## config.mk

```make
export PLATFORM = sky130hd
export DESIGN_NAME = eth_phy_10g_rx_block_lock
export DESIGN_NICKNAME = d
export VERILOG_FILES = /design/src/rtl/eth_phy_10g_rx_block_lock.sv
export SDC_FILE = /design/constraint.sdc
export NUM_CORES = 1
export LEC_CHECK = 0
export ABC_AREA = 1
export BUFFER_PORTS_ARGS = -buffer_cell sky130_fd_sc_hd__buf_4
export CORE_UTILIZATION = 63
export CTS_CLUSTER_SIZE = 16
export DETAILED_ROUTE_END_ITERATION = 12
export MAX_ROUTING_LAYER = met4
export PLACE_DENSITY = 0.81
export RECOVER_POWER = 50
export REMOVE_ABC_BUFFERS = 1
export SYNTH_ARGS = -nofsm -noshare
export SYNTH_HDL_FRONTEND = slang
export SYNTH_SLANG_ARGS = --single-unit
```

## constraint.sdc

```tcl
create_clock -name clk -period 5.8 [get_ports clk]
set_input_delay 0.29 -clock clk [delete_from_list [all_inputs] [get_ports clk]]
set_output_delay 0.29 -clock clk [all_outputs]
set_load 0.01 [all_outputs]
```

## src/rtl/eth_phy_10g_rx_block_lock.sv

```systemverilog
`default_nettype none
// ============================================================================
// Module   : eth_phy_10g_rx_block_lock
// Purpose  : 10GBASE-R receive block-lock FSM; bit-slips the frame aligner
//            until sync headers are stable and then monitors them while locked.
// Revision : 1.0  initial release
// ============================================================================
module eth_phy_10g_rx_block_lock #(
    parameter int HDR_WIDTH           = 2,
    parameter int SH_CNT_MAX          = 64,
    parameter int SH_INVALID_MAX      = 16,
    parameter int BITSLIP_HIGH_CYCLES = 1,
    parameter int BITSLIP_LOW_CYCLES  = 8,
    parameter int SLIP_CNT_WIDTH      = 8
) (
    input  logic                      clk,
    input  logic                      rst_n,
    input  logic [HDR_WIDTH-1:0]      serdes_rx_hdr,
    input  logic                      serdes_rx_hdr_valid,
    output logic                      serdes_rx_bitslip,
    output logic                      rx_block_lock,
    output logic                      rx_sh_invalid,
    output logic [SLIP_CNT_WIDTH-1:0] rx_slip_count
);

    localparam int c_SH_W    = $clog2(SH_CNT_MAX + 1);
    localparam int c_INV_W   = $clog2(SH_INVALID_MAX + 1);
    localparam int c_TMR_MAX = (BITSLIP_HIGH_CYCLES > BITSLIP_LOW_CYCLES) ?
                               BITSLIP_HIGH_CYCLES : BITSLIP_LOW_CYCLES;
    localparam int c_TMR_W   = $clog2(c_TMR_MAX + 1);

    localparam logic [c_SH_W-1:0]  c_SH_MAX    = c_SH_W'(SH_CNT_MAX);
    localparam logic [c_INV_W-1:0] c_INV_MAX   = c_INV_W'(SH_INVALID_MAX);
    localparam logic [c_TMR_W-1:0] c_HIGH_LOAD = c_TMR_W'(BITSLIP_HIGH_CYCLES - 1);
    // SLIP_WAIT lasts LOW-1 cycles; the first SEARCH cycle completes the LOW-cycle
    // quiet period on serdes_rx_bitslip, so slips repeat every HIGH+LOW cycles.
    localparam logic [c_TMR_W-1:0] c_WAIT_LOAD =
        c_TMR_W'((BITSLIP_LOW_CYCLES > 1) ? BITSLIP_LOW_CYCLES - 2 : 0);
    localparam bit                 c_HAS_WAIT  = (BITSLIP_LOW_CYCLES > 1);

    typedef enum logic [1:0] {
        S_SEARCH    = 2'd0,
        S_SLIP_HIGH = 2'd1,
        S_SLIP_WAIT = 2'd2,
        S_LOCKED    = 2'd3
    } state_t;

    state_t                    r_state,    w_state_nx;
    logic [c_SH_W-1:0]         r_sh_cnt,   w_sh_cnt_nx;
    logic [c_INV_W-1:0]        r_inv_cnt,  w_inv_cnt_nx;
    logic [c_TMR_W-1:0]        r_tmr,      w_tmr_nx;
    logic                      r_bitslip,  w_bitslip_nx;
    logic                      r_lock,     w_lock_nx;
    logic                      r_sh_inv,   w_sh_inv_nx;
    logic [SLIP_CNT_WIDTH-1:0] r_slip_cnt, w_slip_cnt_nx;

    logic                      w_hdr_ok;
    logic                      w_start_slip;
    logic [c_SH_W-1:0]         w_sh_inc;
    logic [c_INV_W-1:0]        w_inv_inc;

    assign w_hdr_ok  = serdes_rx_hdr[1] ^ serdes_rx_hdr[0];
    assign w_sh_inc  = r_sh_cnt + c_SH_W'(1);
    assign w_inv_inc = r_inv_cnt + c_INV_W'(1);

    always_ff @(posedge clk or negedge rst_n) begin
        if (!rst_n) begin
            r_state    <= S_SEARCH;
            r_sh_cnt   <= '0;
            r_inv_cnt  <= '0;
            r_tmr      <= '0;
            r_bitslip  <= 1'b0;
            r_lock     <= 1'b0;
            r_sh_inv   <= 1'b0;
            r_slip_cnt <= '0;
        end else begin
            r_state    <= w_state_nx;
            r_sh_cnt   <= w_sh_cnt_nx;
            r_inv_cnt  <= w_inv_cnt_nx;
            r_tmr      <= w_tmr_nx;
            r_bitslip  <= w_bitslip_nx;
            r_lock     <= w_lock_nx;
            r_sh_inv   <= w_sh_inv_nx;
            r_slip_cnt <= w_slip_cnt_nx;
        end
    end

    always_comb begin
        w_state_nx    = r_state;
        w_sh_cnt_nx   = r_sh_cnt;
        w_inv_cnt_nx  = r_inv_cnt;
        w_tmr_nx      = r_tmr;
        w_bitslip_nx  = 1'b0;
        w_lock_nx     = 1'b0;
        w_sh_inv_nx   = 1'b0;
        w_slip_cnt_nx = r_slip_cnt;
        w_start_slip  = 1'b0;

        case (r_state)
            S_SEARCH: begin
                if (serdes_rx_hdr_valid) begin
                    if (!w_hdr_ok) begin
                        w_sh_inv_nx  = 1'b1;
                        w_start_slip = 1'b1;
                    end else if (w_sh_inc == c_SH_MAX) begin
                        w_state_nx   = S_LOCKED;
                        w_lock_nx    = 1'b1;
                        w_sh_cnt_nx  = '0;
                        w_inv_cnt_nx = '0;
                    end else begin
                        w_sh_cnt_nx  = w_sh_inc;
                    end
                end
            end
            S_LOCKED: begin
                w_lock_nx = 1'b1;
                if (serdes_rx_hdr_valid) begin
                    w_sh_inv_nx = !w_hdr_ok;
                    // Loss of lock wins over a window completing on the same header.
                    if (!w_hdr_ok && (w_inv_inc == c_INV_MAX)) begin
                        w_start_slip = 1'b1;
                    end else if (w_sh_inc == c_SH_MAX) begin
                        w_sh_cnt_nx  = '0;
                        w_inv_cnt_nx = '0;
                    end else begin
                        w_sh_cnt_nx  = w_sh_inc;
                        w_inv_cnt_nx = w_hdr_ok ? r_inv_cnt : w_inv_inc;
                    end
                end
            end
            S_SLIP_HIGH: begin
                if (r_tmr == '0) begin
                    if (c_HAS_WAIT) begin
                        w_state_nx = S_SLIP_WAIT;
                        w_tmr_nx   = c_WAIT_LOAD;
                    end else begin
                        w_state_nx = S_SEARCH;
                    end
                end else begin
                    w_bitslip_nx = 1'b1;
                    w_tmr_nx     = r_tmr - c_TMR_W'(1);
                end
            end
            S_SLIP_WAIT: begin
                if (r_tmr == '0) begin
                    w_state_nx = S_SEARCH;
                end else begin
                    w_tmr_nx   = r_tmr - c_TMR_W'(1);
                end
            end
            default: begin
                w_state_nx = S_SEARCH;
            end
        endcase

        if (w_start_slip) begin
            w_state_nx    = S_SLIP_HIGH;
            w_bitslip_nx  = 1'b1;
            w_lock_nx     = 1'b0;
            w_sh_cnt_nx   = '0;
            w_inv_cnt_nx  = '0;
            w_tmr_nx      = c_HIGH_LOAD;
            w_slip_cnt_nx = (&r_slip_cnt) ? r_slip_cnt : r_slip_cnt + SLIP_CNT_WIDTH'(1);
        end
    end

    assign serdes_rx_bitslip = r_bitslip;
    assign rx_block_lock     = r_lock;
    assign rx_sh_invalid     = r_sh_inv;
    assign rx_slip_count     = r_slip_cnt;

endmodule
`default_nettype wire

```

==> reports/qor.yml <==
status: "finished, violations left"
violations: "capacitance limit, slew limit"
via_per_inst: 5.23
overflow: 0
io_pins: 16
areaGrowthSynthToFinish_pct: 9.34
hp-class: "in -> reg"
ys_ff_latch: 29
layout_common_cells: "nand2_1 (67), inv_1 (31), dfrtp_1 (29)"
path_buf_inv: 1
wl_per_cell_um: 11.7
critical_path_depth: 9
cp_top_family: "simple AND/OR/NAND/NOR gates"
syn_inst: 233
yosysSeqAreaShare_pct: 39.8
hold_viol: 0
critical_path.most_common_cell: "nand3_4"
crit_slowest_cell: "dfrtp_1"
synth_edf_count: 0
endpoint_kind: "register"
clk_pin_slew_worst_paths_ps: 90
initial_core_util_pct: 66.1
power_density_mw_per_mm2: 444
skew_ps: 9.10
diodes: 0
routabilityCongestion: 0.870
path_cells: "inv_1, ha_1, o21ai_1, nor3_2, nand2_2, nand3_4, nand3_4, o21bai_1, nand2_1"
required_ps: 6020
grt_pass1_wl_mm: 5.75
drv_cap: 1
drive_above_1_share_pct: 11.1
cts-resized-gates: 0
ys_warn_count: 0
ant_nets: 0
netlist_area_mm2: 0.00182
fin_cells: 284
drtIter0Drc: 84
dieArea_mm2: 0.00311
cts_tree: "built"
first_pass_iters: 4
total_power_w: 0.000884
start_kind: "register"
antenna_found_initial: 0
criticalPathCategory: "reg -> reg"
rsz0062_at_grt: "false"
numPortBuffers: 15
reg2reg_depth: 9
grt_pass1_vias: 1314
track_usage_pct: 25.0
grt_max_degree: 30
setup_tns_ps: 0
insertion_delay_ps: 330
yosysUniqueCellTypes: 26
core-area_mm2: 0.00276
final_common_cell: "nand2_1"
dp_cells: 275
fp.dieW_um: 55.8
numCtsBuffers: 5
tightest_slew_ps: 1520
cts_htree_levels: 2
cp_slowest_stage_delay_ps: 430
cts_setup_buffers: 0
dp_hpwl_mm: 2.38
p_leak_nw: 1.04
setup_violations: 0
die_h_um: 55.8
period_share_pct: 36.8
worstPathArrival_ps: 2350
route.detailed.drc: 0
holdPathStages: 3
worstPathMaxFanout: 20
wl_mm: 3.32
rows: 19
timing.final.max_slew_violations: 30
cts_root_buffer: "clkbuf_4"
fin_crit_ps: 2130
clockBufferDepth: 2
peakVddDrop_v: 0.000320
fin_nets: 267
maxSlewHeadroom_pct: -1.61
synth_async_sr_flop_share_pct: 100
syn_area_per_cell_um2: 7.82
ys.flop_type: "dfrtp_1"
cts_hold_buf: 1
max_freq_mhz: 469
cts.sinks: 29
num_vias: 1484
==> power breakdown <==
part,internal [W],switching (W)
clock,0.0000702,0.0000718
sequential,0.000258,0.0000567
combinational,0.000158,0.000270
total,0.000486,0.000398
==> cells by family after synthesis <==
group,after synthesis,synth area share [%]
AND/OR/NAND/NOR,121,31.3
buffers and inverters,36,8.72
flip-flops,29,39.8
AO/OA/AOI/OAI,27,8.45
XOR/XNOR,10,4.81
adder cells (fa/ha/maj),10,6.87
==> flip-flops by register name, summed over array words and instances (netlist names) <==
register / flops
r_inv_cnt: 5
r_sh_cnt: 7
r_state: 2
r_tmr: 4
rx_block_lock: 1
rx_sh_invalid: 1
rx_slip_count: 8
serdes_rx_bitslip: 1
==> area by class of cell <==
class | count | area, um^2
fill | 246 | 766
clock inverter | 1 | 5.00
sequential | 29 | 726
timing repair buffer | 16 | 100
clock buffer | 7 | 65.1
multi-input combinational | 168 | 937
inverter | 32 | 120
tap | 31 | 38.8
==> cells in the mapped netlist, types with 2 or more instances <==
master	count	area [um^2]
a21oi_1	5	25.0
nand3_1	13	65.1
or2_2	2	12.5
nand2_1	67	251
nand4_1	7	43.8
nand3_4	2	35.0
dfrtp_1	29	726
o21ai_0	14	70.1
xor2_1	7	61.3
nor3_1	2	10.0
inv_1	31	116
ha_1	10	125
xnor2_1	3	26.3
buf_6	3	33.8
o21bai_1	5	37.5
nor2_1	23	86.3
==> path summary, 6_finish.rpt <==
kind | slack, ps | to | start
max | 3670 | r_inv_cnt[4]$_DFFE_PN0P_ | r_state[1]$_DFFE_PN0P_
min | 270 | rx_sh_invalid$_DFF_PN0_ | serdes_rx_hdr_valid
max reg2reg | 3670 | r_inv_cnt[4]$_DFFE_PN0P_ | r_state[1]$_DFFE_PN0P_
min reg2reg | 490 | rx_slip_count[4]$_DFFE_PN0P_ | rx_slip_count[4]$_DFFE_PN0P_
max in group asynchronous | 4050 | rx_slip_count[1]$_DFFE_PN0P_ | rst_n
min in group asynchronous | 850 | r_tmr[2]$_DFFE_PN0P_ | rst_n
==> worst register-to-register path, cell delays in order (launching register included) <==
cell and delay [ps]:
dfrtp_1 430, inv_1 110, ha_1 340, o21ai_1 130
nor3_2 200, nand2_2 200, nand3_4 130, nand3_4 210
o21bai_1 210, nand2_1 70
==> through the flow <==
stage	util [%]	cell area [um^2]	hold WS [ps]	setup WS, ps
floorplan	-	1780	-5.59	3960
global placement	70.1	1930	235	3780
detailed placement	70.1	1930	232	3640
CTS	73.0	2010	249	3650
global route	72.2	1990	249	3430
finish	72.2	1990	266	3670
==> routing by layer <==
| layer | GRT usage [%] | part of all wire [%] | vias to the layer above |
|---|---|---|---|
| met2 | 37.3 | 47 | 32 |
| met3 | 7.67 | 3.9 | 4 |
| met4 | 7.50 | 1.1 | 0 |
| li1 | - | - | 776 |
| met1 | 32.9 | 48 | 672 |
| met5 | - | 0 | - |
No activity file was read; power rests on OpenSTA's default activity.
